[src/rtl/eth_arb_pkg.sv]
// Shared definitions for the edge event arbiter.
//   state_t : arbiter FSM states (IDLE / REQ / HOLD)
//   clog2   : ceiling log2 with a floor of 1, used for index/counter widths
package eth_arb_pkg;

    typedef enum logic [1:0] {
        ST_IDLE = 2'd0,
        ST_REQ  = 2'd1,
        ST_HOLD = 2'd2
    } state_t;

    function automatic int unsigned clog2(input int unsigned n);
        int unsigned r;
        r = 0;
        for (int unsigned i = 0; i < 32; i++) begin
            if ((64'd1 << i) < 64'(n)) begin
                r = i + 1;
            end
        end
        if (r == 0) begin
            r = 1;
        end
        return r;
    endfunction

endpackage

[src/rtl/edge_event_arbiter_rr_pick.sv]
// rr_pick: combinational rotating-priority selector.
//   pend  : request vector, one bit per channel
//   last  : most recently granted channel
//   valid : at least one request present
//   idx   : first requesting channel searching upward from last+1, wrapping
module rr_pick
    import eth_arb_pkg::*;
#(
    parameter int unsigned NCH = 4,
    localparam int unsigned CW = clog2(NCH)
) (
    input  logic [NCH-1:0] pend,
    input  logic [CW-1:0]  last,
    output logic           valid,
    output logic [CW-1:0]  idx
);

    int unsigned   cand;
    logic [CW-1:0] c;

    // Walk offsets from farthest to nearest so the nearest hit after
    // last is the one left standing.
    always_comb begin
        valid = 1'b0;
        idx   = '0;
        cand  = 0;
        c     = '0;
        for (int unsigned off = NCH; off >= 1; off--) begin
            cand = 32'(last) + off;
            if (cand >= NCH) begin
                cand = cand - NCH;
            end
            c = CW'(cand);
            if (pend[c]) begin
                valid = 1'b1;
                idx   = c;
            end
        end
    end

endmodule

[src/rtl/edge_event_arbiter.sv]
// edge_event_arbiter: multi-channel trigger scheduler.
// Detects rising trigger edges, timestamps them from a free-running counter,
// holds one pending event per channel and grants them round-robin over a
// req/ack handshake with a HOLDOFF-cycle gap after every ack.
//   clk, rst   : clock, synchronous active-high reset
//   i_trig     : trigger levels (synchronous to clk)
//   i_enable   : per-channel enable mask
//   i_ack      : consumer accepted the current grant
//   i_clr_ovr  : clear all overrun flags
//   o_req      : grant valid
//   o_ch, o_ts : granted channel and its captured timestamp
//   o_overrun  : sticky per-channel lost-edge flags
//   o_busy     : FSM active or any event pending
module edge_event_arbiter
    import eth_arb_pkg::*;
#(
    parameter int unsigned NCH     = 4,
    parameter int unsigned TS_W    = 32,
    parameter int unsigned HOLDOFF = 16,
    localparam int unsigned CW     = clog2(NCH)
) (
    input  logic            clk,
    input  logic            rst,
    input  logic [NCH-1:0]  i_trig,
    input  logic [NCH-1:0]  i_enable,
    input  logic            i_ack,
    input  logic            i_clr_ovr,
    output logic            o_req,
    output logic [CW-1:0]   o_ch,
    output logic [TS_W-1:0] o_ts,
    output logic [NCH-1:0]  o_overrun,
    output logic            o_busy
);

    localparam int unsigned HW = clog2(HOLDOFF + 1);

    state_t          state_q, state_d;
    logic [NCH-1:0]  prev_q;
    logic [NCH-1:0]  pend_q, pend_d;
    logic [TS_W-1:0] ts_q [NCH];
    logic [TS_W-1:0] ts_d [NCH];
    logic [TS_W-1:0] cnt_ts_q;
    logic [HW-1:0]   hold_q, hold_d;
    logic [CW-1:0]   last_q, last_d;
    logic            req_q, req_d;
    logic [CW-1:0]   ch_q, ch_d;
    logic [TS_W-1:0] tsout_q, tsout_d;
    logic [NCH-1:0]  ovr_q, ovr_d;
    logic            busy_q, busy_d;

    logic [NCH-1:0]  cap;
    logic [NCH-1:0]  new_ovr;
    logic            ack_fire;
    logic            pick_valid;
    logic [CW-1:0]   pick_idx;

    // Disabled channels are masked from selection so a pending event whose
    // enable drops is discarded rather than granted on the same edge.
    rr_pick #(.NCH(NCH)) u_pick (
        .pend  (pend_q & i_enable),
        .last  (last_q),
        .valid (pick_valid),
        .idx   (pick_idx)
    );

    always_comb begin
        cap      = i_trig & ~prev_q & i_enable;
        ack_fire = (state_q == ST_REQ) && i_ack;
        pend_d   = pend_q;
        ts_d     = ts_q;
        new_ovr  = '0;

        // The channel held in REQ keeps its pending bit even when disabled;
        // an edge landing on its ack cycle re-arms it instead of overrunning.
        for (int unsigned i = 0; i < NCH; i++) begin
            if (!i_enable[i] && !((state_q == ST_REQ) && (ch_q == CW'(i)))) begin
                pend_d[i] = 1'b0;
            end else if (ack_fire && (ch_q == CW'(i))) begin
                pend_d[i] = cap[i];
                if (cap[i]) begin
                    ts_d[i] = cnt_ts_q;
                end
            end else if (cap[i]) begin
                if (!pend_q[i]) begin
                    pend_d[i] = 1'b1;
                    ts_d[i]   = cnt_ts_q;
                end else begin
                    new_ovr[i] = 1'b1;
                end
            end
        end

        ovr_d = (i_clr_ovr ? '0 : ovr_q) | new_ovr;

        state_d = state_q;
        hold_d  = hold_q;
        last_d  = last_q;
        req_d   = req_q;
        ch_d    = ch_q;
        tsout_d = tsout_q;

        case (state_q)
            ST_IDLE: begin
                if (pick_valid) begin
                    req_d   = 1'b1;
                    ch_d    = pick_idx;
                    tsout_d = ts_q[pick_idx];
                    state_d = ST_REQ;
                end
            end
            ST_REQ: begin
                if (i_ack) begin
                    req_d  = 1'b0;
                    last_d = ch_q;
                    if (HOLDOFF == 0) begin
                        state_d = ST_IDLE;
                    end else begin
                        state_d = ST_HOLD;
                        hold_d  = HW'(HOLDOFF - 1);
                    end
                end
            end
            ST_HOLD: begin
                if (hold_q == '0) begin
                    state_d = ST_IDLE;
                end else begin
                    hold_d = hold_q - HW'(1);
                end
            end
            default: begin
                state_d = ST_IDLE;
                req_d   = 1'b0;
            end
        endcase

        busy_d = (state_d != ST_IDLE) || (|pend_d);
    end

    always_ff @(posedge clk) begin
        if (rst) begin
            state_q  <= ST_IDLE;
            prev_q   <= '0;
            pend_q   <= '0;
            for (int unsigned i = 0; i < NCH; i++) begin
                ts_q[i] <= '0;
            end
            cnt_ts_q <= '0;
            hold_q   <= '0;
            last_q   <= CW'(NCH - 1);
            req_q    <= 1'b0;
            ch_q     <= '0;
            tsout_q  <= '0;
            ovr_q    <= '0;
            busy_q   <= 1'b0;
        end else begin
            state_q  <= state_d;
            prev_q   <= i_trig;
            pend_q   <= pend_d;
            ts_q     <= ts_d;
            cnt_ts_q <= cnt_ts_q + TS_W'(1);
            hold_q   <= hold_d;
            last_q   <= last_d;
            req_q    <= req_d;
            ch_q     <= ch_d;
            tsout_q  <= tsout_d;
            ovr_q    <= ovr_d;
            busy_q   <= busy_d;
        end
    end

    assign o_req     = req_q;
    assign o_ch      = ch_q;
    assign o_ts      = tsout_q;
    assign o_overrun = ovr_q;
    assign o_busy    = busy_q;

endmodule

[config.mk]
export PLATFORM = sky130hd
export DESIGN_NAME = edge_event_arbiter
export DESIGN_NICKNAME = d
export VERILOG_FILES = /design/src/rtl/eth_arb_pkg.sv /design/src/rtl/edge_event_arbiter_rr_pick.sv /design/src/rtl/edge_event_arbiter.sv
export SDC_FILE = /design/constraint.sdc
export NUM_CORES = 1
export LEC_CHECK = 0
export CORE_MARGIN = 3
export CORE_UTILIZATION = 38
export DETAILED_ROUTE_END_ITERATION = 10
export GPL_ROUTABILITY_DRIVEN = 1
export PLACE_DENSITY = 0.62
export SETUP_SLACK_MARGIN = 0.2
export SKIP_LAST_GASP = 1
export SLEW_MARGIN = 20
export SYNTH_ARGS = -nofsm -noshare
export SYNTH_HDL_FRONTEND = slang
export SYNTH_SLANG_ARGS = --single-unit
[constraint.sdc]
create_clock -name clk -period 5.7 [get_ports clk]
set_clock_uncertainty 0.05 [all_clocks]
set_input_delay 0.57 -clock clk [delete_from_list [all_inputs] [get_ports clk]]
set_output_delay 0.57 -clock clk [all_outputs]
set_load 0.05 [all_outputs]
==> impl_metrics.yaml <==
clock_network:
  cts_tree: "built"
  cts_resized: 0
  clkLatencyLatePin_ns: 0.51
  cts_hold_buf: 0
  cts_setup_buffers: 0
  clkSinkCount: 217
  clock_path_buffers: 3
  htreeDepth: 1
  cts_buffers: 24
  cts-root-buf: "clkbuf_16"
  path_clk_slew_ns: 0.06
logic_synthesis:
  synth_cells: 981
  yosys_warnings: 0
  synth-seq-cells: 217
  synth_edf_count: 0
  async_reset_ff_share_pct: 0
  synth_ff_type: "dfxtp_1"
  synth.distinct_cells: 57
  synth_nets: 996
  avgSynthCellArea_um2: 8.98
  ys_seq_area_share_pct: 49.3
  synth_area_mm2: 0.00881
floorplanning:
  start_util_pct: 38.8
  ios: 52
  dieArea_mm2: 0.0250
  num_rows: 55
  die_w_um: 158
  die_h_um: 158
  coreArea_mm2: 0.0227
detailed_routing:
  drcViolationCount: 0
  drtIter0Drc: 379
  ant_nets: 0
  wl_per_cell_um: 16.3
  dr.pass1.iters: 4
  num_vias: 6734
  routed_wirelength_um: 21000
  via_per_inst: 5.22
finish:
  postLayoutCellArea_mm2: 0.0102
  drive_above_1_share_pct: 10.4
  stdcell_count: 1289
  area_growth_syn_to_layout_pct: 16.3
  utilization_pct: 45.1
  antenna_cells: 0
  nNetsFinal: 1002
setup_path:
  worst-endpoint-arrival_ns: 3.02
  path_class: "primary input to flip-flop"
  crit_fanout: 32
  critPathTopFamily: "simple AND/OR/NAND/NOR gates"
  path_buf_inv: 1
  crit_path_end_kind: "flip-flop"
  required_ns: 6.05
  crit_chain: "clkdlybuf4s50_1 > nand2_2 > a22oi_1 > nand2_2 > mux4_2 > a22o_1"
  critPathLaunchType: "primary input"
  cpPeakStageDelay_ns: 0.71
  critPathMostFrequentCell: "nand2_2"
  slowest_stage: "mux4_2"
sta:
  tightest_slew_ns: 0.970
  hold_viol_final: 0
  slew_violations: 0
  period_share_pct: 47.0
  min_period_ns: 2.68
  fin_tns_setup_ns: 0
  setup_viol: 0
  rsz0062_at_grt: "no"
  finalWorstSetupSlack_ns: 3.02
  hold_ws_ns: 0.399
  max_freq_mhz: 374
  slew_headroom_pct: 35.1
place:
  gp_congestion: 0.836
  port_buffers: 51
  pre_cts_slack_ns: 2.51
  dp.final_hpwl_um: 11900
  placed_cells: 1246
  placed_cell_area_mm2: 0.00939
grt:
  grt_pass1_wl_um: 34600
  grt_pass1_vias: 6468
  grt_max_degree: 89
  antenna_found_initial: 0
  grt-ovfl-total: 0
  track_usage_pct: 17.0
power_and_ir_drop:
  p_leak_nw: 3.45
  powerDensity_mw_per_mm2: 328
  vdd_ir_drop_max_uv: 168
  finalPower_mw: 3.36
run_status:
  status: "complete, no violations"
min_path:
  hold_path_class: "flip-flop to flip-flop"
run:
  cap_violations: 0
placed cells by master, fill, tap and decap left out, types with 4 or more instances in the layout:
cell type and instances:
and4_1 5, nor3_1 6, buf_4 11, a211oi_1 4
nor2_2 4, mux4_2 31, xor2_1 7, a31oi_1 4
nand2_2 4, a22o_1 33, clkbuf_1 7, a21oi_1 146
dfxtp_1 217, nor2_1 36, nor2b_1 8, nand3_1 12
xnor2_1 18, clkbuf_8 8, nand2_1 275, inv_1 13
or3_1 7, clkbuf_16 25, o21ai_0 8, and3_1 5
and2_1 6, clkdlybuf4s50_1 50, nand4_1 4
flip-flops by register name, summed over array words and instances, names as in the netlist, 4 cells and up:
signal and count:
ts_q 128, cnt_ts_q 32, o_ts 32, hold_q 5
o_overrun 4, pend_q 4, prev_q 4
logic make-up (layout without fill, tap and decap cells):
kind of cell / count (synthesis) / after routing / synth area share (%)
AND/OR/NAND/NOR: 394 / 394 / 19.6
multiplexers: 33 / 33 / 8.35
buffers and inverters: 94 / 117 / 4.87
AO/OA/AOI/OAI: 215 / 215 / 14.9
flip-flops: 217 / 217 / 49.3
adder cells (fa/ha/maj): 3 / 3 / 0.426
XOR/XNOR: 25 / 25 / 2.49
cell type report:
cell class / instances / area [um2]
timing repair buffer: 61 / 583
inverter: 13 / 48.8
clock buffer: 40 / 762
clock inverter: 3 / 90.1
multi-input combinational: 670 / 4050
fill: 2195 / 12500
sequential: 217 / 4340
tap: 285 / 357
tightest hold or removal path, cell delays in order (launching register included):
cell and delay, ns:
dfxtp_1 0.30, nand2_1 0.05, a21oi_1 0.05
where the power goes:
part	switching (mW)	internal [mW]	leakage (nW)
Sequential	0.0134	1.53	1.75
Clock	0.598	1.04	0.416
Combinational	0.127	0.0491	1.28
Total	0.739	2.62	3.45
final timing paths:
check,cells after the start,endpoint,start,slack [ns]
hold / removal,2,ts_q[118],ts_q[118],0.40
setup reg to reg,5,o_ts[26],pend_q[3],3.21
setup / recovery,6,o_ts[26],i_enable[3],3.02
hold reg to reg,2,ts_q[118],ts_q[118],0.40
metal layers:
| layer | global-route usage [%] | routed length [um] | vias up | share of wire [%] |
|---|---|---|---|---|
| met3 | 2.73 | 874 | 31 | 4.2 |
| met2 | 27.6 | 9780 | 133 | 47 |
| met5 | 0 | 0 | - | 0 |
| met1 | 23.9 | 10000 | 3209 | 48 |
| met4 | 4.18 | 368 | 0 | 1.8 |
| li1 | - | - | 3361 | - |
Yosys cell counts, types with 2 or more instances:
library cell,number,area [um2]
a211oi_1,4,30.0
a21oi_1,146,731
a22o_1,33,289
a22oi_1,3,22.5
a31oi_1,4,25.0
and2_1,6,37.5
and3_1,5,31.3
and3b_1,2,17.5
and4_1,5,43.8
buf_1,2,7.51
buf_2,25,125
buf_6,4,45.0
clkbuf_1,47,176
dfxtp_1,217,4340
ha_1,3,37.5
inv_1,13,48.8
mux4_2,31,698
nand2_1,276,1040
nand2_2,3,18.8
nand2b_1,3,18.8
nand3_1,12,60.1
nand3b_1,3,22.5
nand4_1,4,25.0
nor2_1,38,143
nor2_2,2,12.5
nor2b_1,10,62.6
nor3_1,6,30.0
nor4_1,3,18.8
nor4_2,3,37.5
o211ai_1,2,15.0
o21a_1,2,15.0
o21ai_0,8,40.0
o221ai_2,2,30.0
o31ai_2,2,25.0
or3_1,7,43.8
xnor2_1,18,158
xor2_1,7,61.3
(Power assumes the default switching activity.)
